===== config.mk =====
export PLATFORM = sky130hd
export DESIGN_NAME = stopwatch_ctrl_flat
export DESIGN_NICKNAME = d
export VERILOG_FILES = /design/src/rtl/stopwatch_ctrl_if.sv /design/src/rtl/stopwatch_ctrl.sv /design/src/flat_wrapper.sv
export SDC_FILE = /design/constraint.sdc
export NUM_CORES = 1
export LEC_CHECK = 0
export ABC_AREA = 1
export BUFFER_PORTS_ARGS = -buffer_cell sky130_fd_sc_hd__buf_2
export CAP_MARGIN = 10
export CORE_UTILIZATION = 55
export DETAILED_ROUTE_END_ITERATION = 8
export PLACE_DENSITY = 0.82
export SYNTH_ARGS = -nofsm -noshare
export SYNTH_HDL_FRONTEND = slang
export SYNTH_SLANG_ARGS = --single-unit

===== constraint.sdc =====
create_clock -name clk -period 2.8 [get_ports clk]
set_input_delay 0.14 -clock clk [delete_from_list [all_inputs] [get_ports clk]]
set_output_delay 0.14 -clock clk [all_outputs]
set_load 0.005 [all_outputs]

===== src/rtl/stopwatch_ctrl_if.sv =====
// Stopwatch control bus: tick/button inputs toward the controller,
// BCD time digits and mode flags back toward the display mux.
interface stopwatch_ctrl_if;
    logic       tick_1hz;
    logic       tick_2hz;
    logic       btn_pause;
    logic       btn_clear;
    logic       adj;
    logic       sel;
    logic [3:0] min_tens;
    logic [3:0] min_ones;
    logic [3:0] sec_tens;
    logic [3:0] sec_ones;
    logic       paused;
    logic       adj_active;

    // Side that drives the ticks/buttons and reads the time
    modport master (
        output tick_1hz, tick_2hz, btn_pause, btn_clear, adj, sel,
        input  min_tens, min_ones, sec_tens, sec_ones, paused, adj_active
    );

    // Stopwatch controller side
    modport slave (
        input  tick_1hz, tick_2hz, btn_pause, btn_clear, adj, sel,
        output min_tens, min_ones, sec_tens, sec_ones, paused, adj_active
    );
endinterface


===== src/rtl/stopwatch_ctrl.sv =====
// Stopwatch MM:SS BCD sequencer with RUN / PAUSED / ADJUST modes.
// RUN counts on tick_1hz with seconds->minutes carry; ADJUST steps the
// selected field on tick_2hz without carry; PAUSED holds.
module stopwatch_ctrl #(
    parameter int unsigned MIN_LIMIT    = 59,
    parameter bit          START_PAUSED = 1'b0
) (
    input  logic              clk,
    input  logic              reset,
    stopwatch_ctrl_if.slave   bus
);

    typedef enum logic [1:0] {StRun, StPaused, StAdjust} state_e;

    localparam state_e     ResetState = START_PAUSED ? StPaused : StRun;
    localparam logic [7:0] MinLimBcd  = {4'(MIN_LIMIT / 10), 4'(MIN_LIMIT % 10)};

    state_e     state_q, state_d;
    logic       pause_prev_q;
    logic [7:0] min_q, min_d;
    logic [7:0] sec_q, sec_d;
    logic       pause_rise;

    // Seconds step: 59 wraps to 00
    function automatic logic [7:0] sec_inc(input logic [7:0] v);
        if (v == 8'h59)         return 8'h00;
        else if (v[3:0] == 4'd9) return {v[7:4] + 4'd1, 4'd0};
        else                     return {v[7:4], v[3:0] + 4'd1};
    endfunction

    // Minutes step: MIN_LIMIT wraps to 00
    function automatic logic [7:0] min_inc(input logic [7:0] v);
        if (v == MinLimBcd)      return 8'h00;
        else if (v[3:0] == 4'd9) return {v[7:4] + 4'd1, 4'd0};
        else                     return {v[7:4], v[3:0] + 4'd1};
    endfunction

    assign pause_rise = bus.btn_pause & ~pause_prev_q;

    // Mode transitions; adj dominates the pause edge, pause ignored in ADJUST
    always_comb begin
        state_d = state_q;
        case (state_q)
            StRun: begin
                if (bus.adj)         state_d = StAdjust;
                else if (pause_rise) state_d = StPaused;
            end
            StPaused: begin
                if (bus.adj)         state_d = StAdjust;
                else if (pause_rise) state_d = StRun;
            end
            StAdjust: begin
                if (!bus.adj)        state_d = StPaused;
            end
            default: state_d = ResetState;
        endcase
    end

    // Time update, decided by the pre-transition state; clear drops ticks
    always_comb begin
        min_d = min_q;
        sec_d = sec_q;
        if (bus.btn_clear) begin
            min_d = 8'h00;
            sec_d = 8'h00;
        end else begin
            case (state_q)
                StRun: begin
                    if (bus.tick_1hz) begin
                        sec_d = sec_inc(sec_q);
                        if (sec_q == 8'h59) min_d = min_inc(min_q);
                    end
                end
                StAdjust: begin
                    if (bus.tick_2hz) begin
                        if (bus.sel) sec_d = sec_inc(sec_q);
                        else         min_d = min_inc(min_q);
                    end
                end
                default: ;
            endcase
        end
    end

    // State, pause-edge history and time registers
    always_ff @(posedge clk) begin
        if (!reset) begin
            state_q      <= ResetState;
            pause_prev_q <= 1'b1;  // a button held through reset must not toggle
            min_q        <= 8'h00;
            sec_q        <= 8'h00;
        end else begin
            state_q      <= state_d;
            pause_prev_q <= bus.btn_pause;
            min_q        <= min_d;
            sec_q        <= sec_d;
        end
    end

    assign bus.min_tens   = min_q[7:4];
    assign bus.min_ones   = min_q[3:0];
    assign bus.sec_tens   = sec_q[7:4];
    assign bus.sec_ones   = sec_q[3:0];
    assign bus.paused     = (state_q == StPaused);
    assign bus.adj_active = (state_q == StAdjust);

endmodule


===== src/flat_wrapper.sv =====
// flat-port wrapper written by rule: the top's interface ports become plain ports
module stopwatch_ctrl_flat 
#(
    parameter int unsigned MIN_LIMIT    = 59,
    parameter bit          START_PAUSED = 1'b0
)
  (clk, reset, bus_tick_1hz, bus_tick_2hz, bus_btn_pause, bus_btn_clear, bus_adj, bus_sel, bus_min_tens, bus_min_ones, bus_sec_tens, bus_sec_ones, bus_paused, bus_adj_active);
  stopwatch_ctrl_if bus_i ();
  input  logic clk;
  input  logic reset;
  input wire logic [$bits(bus_i.tick_1hz)-1:0] bus_tick_1hz;
  input wire logic [$bits(bus_i.tick_2hz)-1:0] bus_tick_2hz;
  input wire logic [$bits(bus_i.btn_pause)-1:0] bus_btn_pause;
  input wire logic [$bits(bus_i.btn_clear)-1:0] bus_btn_clear;
  input wire logic [$bits(bus_i.adj)-1:0] bus_adj;
  input wire logic [$bits(bus_i.sel)-1:0] bus_sel;
  output wire logic [$bits(bus_i.min_tens)-1:0] bus_min_tens;
  output wire logic [$bits(bus_i.min_ones)-1:0] bus_min_ones;
  output wire logic [$bits(bus_i.sec_tens)-1:0] bus_sec_tens;
  output wire logic [$bits(bus_i.sec_ones)-1:0] bus_sec_ones;
  output wire logic [$bits(bus_i.paused)-1:0] bus_paused;
  output wire logic [$bits(bus_i.adj_active)-1:0] bus_adj_active;
  assign bus_i.tick_1hz = bus_tick_1hz;
  assign bus_i.tick_2hz = bus_tick_2hz;
  assign bus_i.btn_pause = bus_btn_pause;
  assign bus_i.btn_clear = bus_btn_clear;
  assign bus_i.adj = bus_adj;
  assign bus_i.sel = bus_sel;
  assign bus_min_tens = bus_i.min_tens;
  assign bus_min_ones = bus_i.min_ones;
  assign bus_sec_tens = bus_i.sec_tens;
  assign bus_sec_ones = bus_i.sec_ones;
  assign bus_paused = bus_i.paused;
  assign bus_adj_active = bus_i.adj_active;
  stopwatch_ctrl #(.MIN_LIMIT(MIN_LIMIT), .START_PAUSED(START_PAUSED)) u_core (.clk(clk), .reset(reset), .bus(bus_i));
endmodule

---- Word-level counts from Yosys, hierarchy flattened ----
Cells that the tools add are included.
cells by class
  reductions and logical operators ........ 6
  bitwise operators ....................... 3
  add/subtract/negate cells ............... 4
  eq/ne operators ......................... 14
  multiplexer cells ....................... 19
operators by type and width
  kind                 count
  $mux 8               11
  $pmux 8 s2           2
  $add 4x1->4 const B  4
  $eq 8x7->1 const B   2
  $mux 2               5
  $ne 2x2->1 const B   5
  $eq 4x4->1 const B   2
  $ne 3x2->1 const B   2
  $pmux 2 s3           1
  $reduce_and 5->1     1
  $reduce_and 4->1     1
  $reduce_and 3->1     1
  $eq 2x1->1 const B   1
  $eq 2x2->1 const B   1
  $logic_not 2->1      1
  $ne 2x1->1 const B   1
  $not 1->1            2
  $reduce_bool 2->1    1
  $reduce_or 2->1      1
  $and 1x1->1          1
word-level totals
  output and inout port bits .............. 18
  flip-flop bits (word level) ............. 19
  logic and storage cells ................. 50
  bits of input ports ..................... 8

---- Longest topological paths before layout ----
  word-level depth ........................ 6
  mapped depth ............................ 10
  depth with buffers taken out ............ 10

---- Worst setup path before layout ----
OpenSTA, ideal clock, no wires.
  kind .................................... register -> register
  from .................................... register u_core.sec_q[4]
  to ...................................... register u_core.min_q[7]
  data required time ...................... 2.687 ns
  arrival ................................. 1.231 ns
  setup slack ............................. 1.456 ns
  stages on the path, launching flop included .. 9
  cell sequence ........................... dfxtp_1 > ha_1 > nand2_1 > nor2_2 > nand2_1 > nand2_1 > nand3_4 > nor2_1 > nor2_1
on the way
  word-level cells in the longest chain between the ends .. 3
ends and longest elaborated chain
  element                            line                  source
  start, declared                    stopwatch_ctrl.sv:21  logic [7:0] sec_q, sec_d;
  start signal, assigned             stopwatch_ctrl.sv:91  sec_q <= 8'h00;
  start signal, assigned             stopwatch_ctrl.sv:96  sec_q <= sec_d;
  $eq 8x7->1                         stopwatch_ctrl.sv:71  if (sec_q == 8'h59) min_d = min_inc(min_q);
  $ne 2x1->1 (no source line)        -
  $reduce_and 5->1 (no source line)  -
  end signal, assigned               stopwatch_ctrl.sv:95  min_q <= min_d;
  end, declared                      stopwatch_ctrl.sv:20  logic [7:0] min_q, min_d;
Every way passes these cells.
A chain may end at the register's enable or synchronous reset.

---- Final worst setup path ----
  from .................................... register u_core.sec_q[4]
  to ...................................... register u_core.min_q[0]
Same word-level chain as after synthesis.

==> impl_metrics.tcl <==
set metrics [dict create \
    drtAntennaViolNets 0 \
    antenna_found_initial 0 \
    synthSimpleGateAreaFrac 0.376 \
    routed_wl_um 2340 \
    end_kind "register" \
    dieWidth_um 48.8 \
    synth.area.top_cells "dfxtp_1 (32%), nand2_1 (8.4%), ha_1 (8.3%)" \
    drcViolationCount 0 \
    clk_latency_ps 290 \
    rows 16 \
    period_share 0.536 \
    root_buffer "clkbuf_4" \
    cts_sinks 19 \
    grt_pass1_wl_um 4300 \
    clockBufferDepth 2 \
    syn-mean-instance-area_um2 7.38 \
    maxCapViolCount 0 \
    synthXorXnorAreaFrac 0.0291 \
    grt-ovfl-total 0 \
    hold_violations 0 \
    finalNetCount 209 \
    dr.first_iter.drc_count 18 \
    start_util 0.601 \
    core_region_area_um2 2000 \
    worstSetupPathType "reg -> reg" \
    postCtsSetupBuffers 0 \
    drtPass1Iterations 5 \
    synth.yosys.warnings 0 \
    final_util 0.693 \
    start_kind "register" \
    setup_violations 0 \
    crit_arrival_ps 1700 \
    track_usage 0.226 \
    finalPower_mw 0.483 \
    final_max_slew_viol_count 0 \
    wl_per_cell_um 10.7 \
    die_h_um 48.8 \
    leakage_nw 0.638 \
    cts_tree "built" \
    synth_top_area_share 0.316 \
    setup_tns_ps 0 \
    peakVddDrop_v 0.000283 \
    synth_top_family_by_area "simple AND/OR/NAND/NOR gates" \
    via_per_inst 5.09 \
    synthCells 163 \
    max_slew.worst_pin.slew_ps 304 \
    numCtsBuffers 3 \
    cts_resized 0 \
    hold_buffers 0 \
    vias 1115 \
    place_congestion 0.850 \
    area_growth_pct 15.4 \
    die_area_um2 2380 \
    ios 26 \
    diodes 0 \
    syn-cell-area_um2 1200 \
    maxSlewHeadroom 0.796 \
    area.sequential_um2 380 \
    cp.required_ps 3000 \
    status "complete, no violations" \
    finalClockSkew_ps 4.61 \
    power_density_nw_per_um2 348 \
    io_buffers 25 \
    seq_area_frac_synth 0.316 \
    drive_gt1_frac 0.302 \
    grt_max_degree 11 \
    synth_fp_nets 179 \
    grt_pass1_vias 1075 \
    clk_pin_slew_ps 100 \
    synth-compound-area-share 0.122 \
    rsz0062_at_grt "false" \
    min_path_type "in -> reg" \
    post-route-min-period_ps 1500 \
    synth.distinct_cells 30 \
    cp_max_fo 7 \
    hpwlAfterDp_um 1890 \
    synthMuxAreaShare 0 \
    worst_hold_slack_ps 28.7 \
    synth_top_cell_by_area "dfxtp_1" \
    ys_seq_elements 19 \
    clock.fmax_mhz 667 \
    cts-htree-levels 1 \
    fillCellCount 186 \
    synth_adder_area_share 0.0832 \
    multi_input_area_um2 733 \
]
## cells in the mapped netlist (all sizes together)
master,n
nor3,1
ha,8
dfxtp,19
nand2,32
nor3b,1
nand4,1
o2bb2ai,1
xnor2,1
inv,23
o21bai,1
or2,4
a21oi,7
xor2,3
o21ai,7
nor2,32
nand3,20
a211oi,2
## through the flow
stage	setup WS [ps]	cell area, µm²	cells
global route	1090	1390	219
CTS	1300	1390	219
global placement	1400	1360	215
detailed placement	1320	1360	215
finish	1300	1390	219
floorplan	1460	1200	163
## report_power, final
part / internal [mW] / total, mW / switching (mW)
clock: 0.0554 / 0.136 / 0.0809
combinational: 0.0239 / 0.0635 / 0.0395
sequential: 0.276 / 0.283 / 0.00762
total: 0.355 / 0.483 / 0.128
## kinds of logic after synthesis
kind of cell,after synthesis
adders and majority gates,8
DFF,19
AOI/OAI and AO/OA,18
xor gates and xnor gates,4
and+or+nand+nor,91
buffers and inverters,23
## path summary, 6_finish.rpt
kind,startpoint,endpoint,slack [ps],depth (start not counted)
setup / recovery,u_core.sec_q[4]$_SDFFE_PP0P_,u_core.min_q[0]$_SDFFE_PP0P_,1300,8
hold / removal,bus_btn_pause,u_core.pause_prev_q$_SDFF_PN1_,30,3
setup reg to reg,u_core.sec_q[4]$_SDFFE_PP0P_,u_core.min_q[0]$_SDFFE_PP0P_,1300,8
hold reg to reg,u_core.pause_prev_q$_SDFF_PN1_,u_core.state_q[0]$_SDFFE_PN0P_,520,2
## metal layers
layer | vias up | routed length, µm | track usage
li1 | 581 | - | -
met1 | 509 | 1070 | 0.265
met2 | 20 | 1190 | 0.426
met3 | 5 | 51 | 0.0189
met4 | 0 | 30 | 0.0735
met5 | - | 0 | 0
## area by class of cell
| class | count | share of cell area |
|---|---|---|
| Timing Repair Buffer | 25 | 0.0902 |
| Sequential cell | 19 | 0.274 |
| Clock buffer | 4 | 0.0189 |
| Inverter | 23 | 0.0640 |
| Tap cell | 27 | 0.0243 |
| Multi-Input combinational cell | 121 | 0.528 |
## registers in the layout (all words and copies together), names as in the netlist
name	count
u_core.min_q	8
u_core.sec_q	8
u_core.state_q	2
u_core.pause_prev_q	1
## worst max-delay path: stages, from the launching register on
cell and delay (ps):
dfxtp_1 440, ha_1 180, nand2_1 60, nor2_2 230, nand3_1 140, nand2_2 150, nand3_1 100, nand2_1 70
nor2_1 40
## cells in the final DEF (no fill, tap or decap), types with 3 or more instances in the layout
cell and count:
o21ai_2 3, nor2_1 26, nand2_1 27, xor2_1 3, inv_2 4, ha_1 8
dfxtp_1 19, nand2_2 4, a21oi_1 6, or2_2 4, inv_1 18, nand3_1 17
buf_2 25, nor2_2 5, clkbuf_4 3
Note: power is estimated with default switching activity, not from simulation.
